`config.mk`:
```
export PLATFORM = sky130hd
export DESIGN_NAME = amp_config_sender
export DESIGN_NICKNAME = d
export VERILOG_FILES = /design/src/rtl/amp_config_sender.sv
export SDC_FILE = /design/constraint.sdc
export NUM_CORES = 1
export LEC_CHECK = 0
export CAP_MARGIN = 20
export CORE_MARGIN = 3
export CORE_UTILIZATION = 53
export CTS_CLUSTER_DIAMETER = 80
export DETAILED_ROUTE_END_ITERATION = 8
export GPL_ROUTABILITY_DRIVEN = 0
export PLACE_DENSITY = 0.85
export SYNTH_ARGS = -nofsm -noshare
export SYNTH_HDL_FRONTEND = slang
export SYNTH_SLANG_ARGS = --single-unit
```
`constraint.sdc`:
```
create_clock -name clk_in -period 2.4 [get_ports clk_in]
set_clock_uncertainty 0.15 [all_clocks]
set_input_delay 0.24 -clock clk_in [delete_from_list [all_inputs] [get_ports clk_in]]
set_output_delay 0.24 -clock clk_in [all_outputs]
set_load 0.1 [all_outputs]
```
`src/rtl/amp_config_sender.sv`:
```
// amp_config_sender
//   Answers the amp state controller's send_config request: walks a NUM_WORDS
//   config table and shifts each word to the amplifier over a 3-wire mode-0
//   SPI link (ncs/sclk/sdo, MSB first), then raises config_done_out.
//   Optional feature macro: AMP_CFG_READBACK_EN -- the amp echoes the previous
//   word on sdi_in; a trailing all-zero flush word is sent and every echo is
//   compared with the word sent before it (sticky cfg_error_out).
//   Assumes WORD_W >= 2, NUM_WORDS >= 1, CLK_DIV >= 1.
module amp_config_sender #(
    parameter int unsigned NUM_WORDS = 4,
    parameter int unsigned WORD_W    = 16,
    parameter int unsigned CLK_DIV   = 2,
    localparam int unsigned AW = (NUM_WORDS > 1) ? $clog2(NUM_WORDS) : 1
) (
    input  logic              clk_in,
    input  logic              resetb,
    input  logic              send_config_in,
    output logic [AW-1:0]     cfg_addr_out,
    input  logic [WORD_W-1:0] cfg_data_in,
    output logic              ncs_out,
    output logic              sclk_out,
    output logic              sdo_out,
    input  logic              sdi_in,
    output logic              busy_out,
    output logic              config_done_out,
    output logic              cfg_error_out
);

    localparam int unsigned CW = $clog2(2 * CLK_DIV);
    localparam int unsigned BW = (WORD_W > 1) ? $clog2(WORD_W) : 1;

    localparam logic [CW-1:0] HALF_LAST = CW'(CLK_DIV - 1);
    // ncs stays high for GAP plus the following LOAD cycle, i.e. 2*CLK_DIV cycles
    localparam logic [CW-1:0] GAP_LAST  = CW'(2 * CLK_DIV - 2);
    localparam logic [BW-1:0] BIT_LAST  = BW'(WORD_W - 1);
    localparam logic [AW-1:0] ADDR_LAST = AW'(NUM_WORDS - 1);

    localparam logic [2:0] ST_IDLE  = 3'd0;
    localparam logic [2:0] ST_LOAD  = 3'd1;
    localparam logic [2:0] ST_SHIFT = 3'd2;
    localparam logic [2:0] ST_GAP   = 3'd3;
    localparam logic [2:0] ST_DONE  = 3'd4;

    logic [2:0]        state_q, state_d;
    logic              req_q, req_d;
    logic              abort_q, abort_d;
    logic [AW-1:0]     addr_q, addr_d;
    logic [WORD_W-1:0] shift_q, shift_d;
    logic [CW-1:0]     cnt_q, cnt_d;
    logic [BW-1:0]     bit_q, bit_d;
    logic              ncs_q, ncs_d;
    logic              sclk_q, sclk_d;
    logic              busy_q, busy_d;
    logic              done_q, done_d;
    logic              err_q, err_d;
    logic [WORD_W-1:0] load_word_c;

`ifdef AMP_CFG_READBACK_EN
    logic              flush_q, flush_d;
    logic              first_q, first_d;
    logic [WORD_W-1:0] rx_q, rx_d;
    logic [WORD_W-1:0] cur_q, cur_d;
    logic [WORD_W-1:0] prev_q, prev_d;
`else
    logic              unused_sdi;
    assign unused_sdi = sdi_in;
`endif

    assign cfg_addr_out    = addr_q;
    assign ncs_out         = ncs_q;
    assign sclk_out        = sclk_q;
    assign sdo_out         = shift_q[WORD_W-1];
    assign busy_out        = busy_q;
    assign config_done_out = done_q;
    assign cfg_error_out   = err_q;

    // Next-state and registered-output logic for the transfer sequencer
    always_comb begin
        state_d = state_q;
        req_d   = send_config_in;
        abort_d = abort_q;
        addr_d  = addr_q;
        shift_d = shift_q;
        cnt_d   = cnt_q;
        bit_d   = bit_q;
        ncs_d   = ncs_q;
        sclk_d  = sclk_q;
        busy_d  = busy_q;
        done_d  = done_q;
        err_d   = err_q;
`ifdef AMP_CFG_READBACK_EN
        flush_d     = flush_q;
        first_d     = first_q;
        rx_d        = rx_q;
        cur_d       = cur_q;
        prev_d      = prev_q;
        load_word_c = flush_q ? '0 : cfg_data_in;
`else
        load_word_c = cfg_data_in;
`endif

        // A dropped request is remembered so the abort survives a re-raise
        if ((state_q == ST_LOAD || state_q == ST_SHIFT || state_q == ST_GAP) && !send_config_in) begin
            abort_d = 1'b1;
        end

        case (state_q)
            ST_IDLE: begin
                if (send_config_in && !req_q) begin
                    state_d = ST_LOAD;
                    addr_d  = '0;
                    busy_d  = 1'b1;
                    done_d  = 1'b0;
                    err_d   = 1'b0;
                    abort_d = 1'b0;
`ifdef AMP_CFG_READBACK_EN
                    flush_d = 1'b0;
                    first_d = 1'b1;
`endif
                end
            end

            ST_LOAD: begin
                shift_d = load_word_c;
                ncs_d   = 1'b0;
                sclk_d  = 1'b0;
                cnt_d   = '0;
                bit_d   = '0;
                state_d = ST_SHIFT;
`ifdef AMP_CFG_READBACK_EN
                cur_d   = load_word_c;
`endif
            end

            ST_SHIFT: begin
                if (cnt_q == HALF_LAST) begin
                    cnt_d = '0;
                    if (!sclk_q) begin
                        sclk_d = 1'b1;
`ifdef AMP_CFG_READBACK_EN
                        rx_d   = {rx_q[WORD_W-2:0], sdi_in};
`endif
                    end else begin
                        sclk_d = 1'b0;
                        if (bit_q == BIT_LAST) begin
                            ncs_d   = 1'b1;
                            state_d = ST_GAP;
`ifdef AMP_CFG_READBACK_EN
                            if (!first_q && (rx_q != prev_q)) begin
                                err_d = 1'b1;
                            end
                            prev_d  = cur_q;
                            first_d = 1'b0;
`endif
                        end else begin
                            bit_d   = bit_q + BW'(1);
                            shift_d = {shift_q[WORD_W-2:0], 1'b0};
                        end
                    end
                end else begin
                    cnt_d = cnt_q + CW'(1);
                end
            end

            ST_GAP: begin
                if (cnt_q == GAP_LAST) begin
                    cnt_d = '0;
                    if (abort_q || !send_config_in) begin
                        state_d = ST_IDLE;
                        busy_d  = 1'b0;
                    end else if (addr_q == ADDR_LAST) begin
`ifdef AMP_CFG_READBACK_EN
                        if (!flush_q) begin
                            flush_d = 1'b1;
                            state_d = ST_LOAD;
                        end else begin
                            state_d = ST_DONE;
                        end
`else
                        state_d = ST_DONE;
`endif
                    end else begin
                        addr_d  = addr_q + AW'(1);
                        state_d = ST_LOAD;
                    end
                end else begin
                    cnt_d = cnt_q + CW'(1);
                end
            end

            ST_DONE: begin
                busy_d = 1'b0;
                done_d = 1'b1;
                if (!send_config_in) begin
                    done_d  = 1'b0;
                    state_d = ST_IDLE;
                end
            end

            default: begin
                state_d = ST_IDLE;
                ncs_d   = 1'b1;
                sclk_d  = 1'b0;
                busy_d  = 1'b0;
                done_d  = 1'b0;
            end
        endcase
    end

    // Sequencer state and output registers, synchronous active-low reset
    always_ff @(posedge clk_in) begin
        if (!resetb) begin
            state_q <= ST_IDLE;
            req_q   <= 1'b0;
            abort_q <= 1'b0;
            addr_q  <= '0;
            shift_q <= '0;
            cnt_q   <= '0;
            bit_q   <= '0;
            ncs_q   <= 1'b1;
            sclk_q  <= 1'b0;
            busy_q  <= 1'b0;
            done_q  <= 1'b0;
            err_q   <= 1'b0;
        end else begin
            state_q <= state_d;
            req_q   <= req_d;
            abort_q <= abort_d;
            addr_q  <= addr_d;
            shift_q <= shift_d;
            cnt_q   <= cnt_d;
            bit_q   <= bit_d;
            ncs_q   <= ncs_d;
            sclk_q  <= sclk_d;
            busy_q  <= busy_d;
            done_q  <= done_d;
            err_q   <= err_d;
        end
    end

`ifdef AMP_CFG_READBACK_EN
    // Readback tracking registers
    always_ff @(posedge clk_in) begin
        if (!resetb) begin
            flush_q <= 1'b0;
            first_q <= 1'b1;
            rx_q    <= '0;
            cur_q   <= '0;
            prev_q  <= '0;
        end else begin
            flush_q <= flush_d;
            first_q <= first_d;
            rx_q    <= rx_d;
            cur_q   <= cur_d;
            prev_q  <= prev_d;
        end
    end
`endif

endmodule

```
* Yosys cells after proc, flatten, opt, wreduce, memory -nomap -nowiden
Cells that the tools add are included.
** Storage, ports and cells
- Flip-flop bits (word level) :: 33
- Output and inout bits :: 8
** Operators by class
- Reductions and logical operators :: 21
- Mux-type cells :: 42
- Add/subtract/negate cells :: 3
- Bitwise gates (word level) :: 3
- Equal/unequal tests :: 18
** Operator list (count)
- 16-bit two-way mux :: 3
- 16-bit case mux with 2 select lines :: 1
- 3-bit two-way mux :: 8
- 3-bit case mux with 5 select lines :: 1
- 1-bit two-way mux :: 13
- 2-bit two-way mux :: 6
- 4-bit two-way mux :: 3
- 2-bit != test (second input constant) :: 6
- 4-bit AND reduction :: 3
- 1-bit case mux with 3 select lines :: 3
- 2-bit by 1-bit != test with 1-bit output (second input constant) :: 4
- 4-bit case mux with 2 select lines :: 1
- 3-bit by 2-bit == test with 1-bit output (second input constant) :: 2
- 2-bit case mux with 3 select lines :: 1
- 6-bit AND reduction :: 1
- 3-bit OR reduction :: 2
- 5-bit AND reduction :: 1
- 2-bit by 1-bit adder with 2-bit output (second input constant) :: 2
- 4-bit by 1-bit adder with 4-bit output (second input constant) :: 1
- 2-bit == test (second input constant) :: 2
- 4-bit == test (second input constant) :: 1
- 2-bit case mux with 2 select lines :: 1
- 2-bit AND reduction :: 2
- 2-bit nonzero test :: 2
- other kinds (11) :: 17

* Longest topological paths before layout
- Depth in word-level cells :: 7
- Mapped depth :: 6
- Gate-level depth less buffers :: 5

* Worst setup path after synthesis
No wires, ideal clock.
- Kind :: register to register
- Start point :: reg sclk_q, in the netlist sclk_out
- End point :: reg shift_q[15]
- Arrival :: 2.033 ns
- Required time :: 2.170 ns
- Library setup time :: 0.080 ns
- Stages on the path, launching flop included :: 6
- Buffers on the path :: 1
- Path slack :: 0.136 ns
- Path through :: dfxtp_1 > nand4bb_4 > o31ai_4 > buf_6 > nor2_1 > a211oi_2
** On the way
- Cells in the longest elaborated chain, start to end :: 2
** RTL lines
- from (decl) :: RTL line 52 : logic sclk_q, sclk_d;
- from (signal assigned) :: RTL line 234 : sclk_q <= sclk_d;
- 2-bit != test (no line)
- 4-bit AND reduction (no line)
- to (signal assigned) :: RTL line 230 : shift_q <= shift_d;
- to (decl) :: RTL line 48 : logic [WORD_W-1:0] shift_q, shift_d;
Every way passes these cells.
A chain may end at the register's enable or synchronous reset.

* Worst setup path after layout
- Start point :: reg bit_q[0]
- End point :: reg bit_q[0]
** On the way
- Cells in the longest elaborated chain, start to end :: 5
** RTL lines
- from (decl) :: RTL line 50 : logic [BW-1:0] bit_q, bit_d;
- from (signal assigned) :: RTL line 232 : bit_q <= bit_d;
- 4-bit by 1-bit adder with 4-bit output :: RTL line 156 : bit_d = bit_q + BW'(1);
- 4-bit two-way mux :: RTL line 145 : if (bit_q == BIT_LAST) begin
- 4-bit two-way mux :: RTL line 138 : if (!sclk_q) begin
- 4-bit two-way mux :: RTL line 136 : if (cnt_q == HALF_LAST) begin
- 4-bit case mux with 2 select lines :: RTL line 107 : case (state_q)
Parallel ways exist; a longest one is shown, timed or not. The select of a mux whose other input is x is not followed.

==> flow_summary.ini <==
[cells_and_area]
fin_util_pct = 68.6
nNetsFinal = 238
drive_above_1_share_pct = 22.7
multi_input_area_um2 = 1000
seqCellArea_um2 = 661
fillers = 254
diodes = 0
syn2layout_area_growth_pct = 21.4
design_area_um2 = 2130

[power_and_ir_drop]
p_total_mw = 1.92
leakage_nw = 0.760
p_per_area_nw_per_um2 = 901
peakVddDrop_mv = 0.465

[detailed_routing]
firstDrtPassIters = 4
avgRoutedWirePerCell_um = 14.9
drt_iter0_drc = 42
final_antenna_net_count = 0
viasPerCell = 5.70
wirelength_um = 3860
via_count = 1482
drc = 0

[worst_setup_path]
critPathCaptureType = flop
worstSetupPathType = flop to flop
slowest_delay_ns = 0.35
worst-path-max-fanout = 10
r2r-start = bit_q[0]
cp_top_family = buffers and inverters
cpMaxStageDelayCell = dfxtp_1
required_ns = 2.47
path_buf_inv = 3
crit_top_cell = buf_4
rr_worst_depth = 8
reg2reg_to = bit_q[0]
cp.arrival_ns = 2.08
cp-start-kind = flop
regToRegSetupSlack_ns = 0.39
cp_cell_sequence = ha_1 > and3_1 > o31ai_4 > buf_12 > buf_4 > buf_4 > xnor2_1 > nor2_1

[floorplan]
pin_count = 28
die_w_um = 63.5
core_um2 = 3100
rows = 20
start_util_pct = 56.5
die_area_um2 = 4040
fp.dieH_um = 63.5

[min_path]
min_path_cells = 2
min-delay-start = shift_q[0]
min_path_type = flop to flop
holdPathEnd = shift_q[0]

[sta]
hold_viol_final = 0
hold_ws_ns = 0.329
setup_viol = 0
period_needed_ns = 2.01
final_max_slew_viol_count = 0
finalCritPeriodShare_pct = 83.6
fmax_mhz = 499
fin_setup_tns_ns = 0
rsz0062_at_grt = false

[clocking]
cts.htree.levels = 2
clkSinkCount = 33
cts_buffers = 5
clock_path_buffers = 2
clk_pin_slew_ns = 0.09
insertion_delay_ns = 0.33
cts_tree = built
cts_root_buffer = clkbuf_4

[global_routing]
antenna_found_initial = 0
grt_pass1_vias = 1444
gr-total-overflow = 0
grt_max_degree = 20
grtUsageTotal_pct = 19.9
grt_pass1_wl_um = 6450

[synth]
synthTopCellsByArea = dfxtp_1, a211oi_2, mux2i_1, nor2_1, a21oi_1
synth.top_cell.area_share_pct = 37.7
netlist_instances = 184
async_flop_share_pct = 0
yosys-top-cells-count = dfxtp_1, nor2_1, mux2i_1, a211oi_2, a21oi_1
synth_most_common_cell = dfxtp_1
ys_seq_area_share_pct = 37.7
ys.flop_type = dfxtp_1
yosys.area.top_type = dfxtp_1
synth_edf_count = 0
ys_ff_latch = 33
syn_area_per_cell_um2 = 9.53
yosys_warnings = 0
syn-num-nets = 206
synthDistinctLibCells = 50
syn_area_um2 = 1750

[placement]
dp_hpwl_um = 2730
port_buffers = 25
place_area_um2 = 2020

[run_status]
outcome = completed

[flow_run]
maxCapViolations = 0
cell type report:
class	instances	area share, %
multi-input combinational	135	47.0
sequential	33	31.0
timing repair buffer	39	16.5
clock buffer	7	2.59
tap	44	2.59
inverter	2	0.353
what timing repair did:
action	CTS	global route
hold buffers	0	0
setup buffers	0	5
gates resized for setup	0	0
pin swaps	1	1
setup endpoints to repair	2	7
cells in the final DEF (no fill, tap or decap), types with 2 or more instances in the layout:
cell,n
clkdlybuf4s50_1,18
dfxtp_1,33
xnor2_1,2
nand4_1,2
nor3_1,3
a31o_2,2
a211oi_1,2
a21oi_1,9
o22ai_1,5
inv_1,2
clkbuf_4,5
nor2_1,25
and3_1,3
ha_1,2
o21ai_0,5
nand2_1,7
nand2b_1,7
a211oi_2,13
buf_4,20
nand3_1,5
mux2i_1,15
power breakdown:
part	total [mW]	switching, mW	leakage (nW)	internal, mW
Combinational	0.868	0.502	0.459	0.365
Clock	0.323	0.185	0.0314	0.138
Sequential	0.727	0.0714	0.270	0.655
through the flow:
| stage | std cells | setup slack [ns] |
|---|---|---|
| floorplan | 184 | 0.136 |
| global placement | 248 | 0.131 |
| detailed placement | 248 | 0.0120 |
| CTS | 255 | 0.0367 |
| global route | 260 | 0.322 |
| finish | 260 | 0.395 |
layer usage:
metal | routed length [um] | track usage (%) | up-vias
met2 | 1960 | 34.4 | 27
met5 | 0 | 0 | -
met3 | 162 | 5.17 | 4
met4 | 31 | 7.55 | 0
met1 | 1710 | 23.3 | 716
li1 | - | - | 735
cell families after synthesis:
| logic type | share of synthesized area, % |
|---|---|
| simple gates | 22.6 |
| fa+ha+maj | 1.43 |
| buf+inv | 5.28 |
| other cells | 0.214 |
| mux | 9.20 |
| flops | 37.7 |
| compound gates | 22.1 |
| xor+xnor | 1.50 |
worst register-to-register path, cell delays in order, from the launching register on:
cell     delay [ns]
dfxtp_1        0.35
ha_1           0.24
and3_1         0.26
o31ai_4        0.30
buf_12         0.16
buf_4          0.14
buf_4          0.13
xnor2_1        0.11
nor2_1         0.05
flip-flops by register name, indices dropped and copies added, names as in the netlist:
signal,cells
sclk_out,1
state_q,3
busy_out,1
shift_q,16
bit_q,4
cfg_addr_out,2
req_q,1
abort_q,1
ncs_out,1
cnt_q,2
config_done_out,1
worst max-delay path by stage:
stage / start / to / slack [ns] / cells after the start
floorplan: sclk_out / shift_q[15] / 0.14 / 5
global placement: bit_q[0] / shift_q[7] / 0.13 / 6
detailed placement: bit_q[0] / shift_q[6] / 0.01 / 6
CTS: bit_q[0] / shift_q[6] / 0.04 / 6
global route: bit_q[0] / bit_q[0] / 0.32 / 8
finish: bit_q[0] / bit_q[0] / 0.39 / 8
Note: power is estimated with default switching activity, not from simulation.
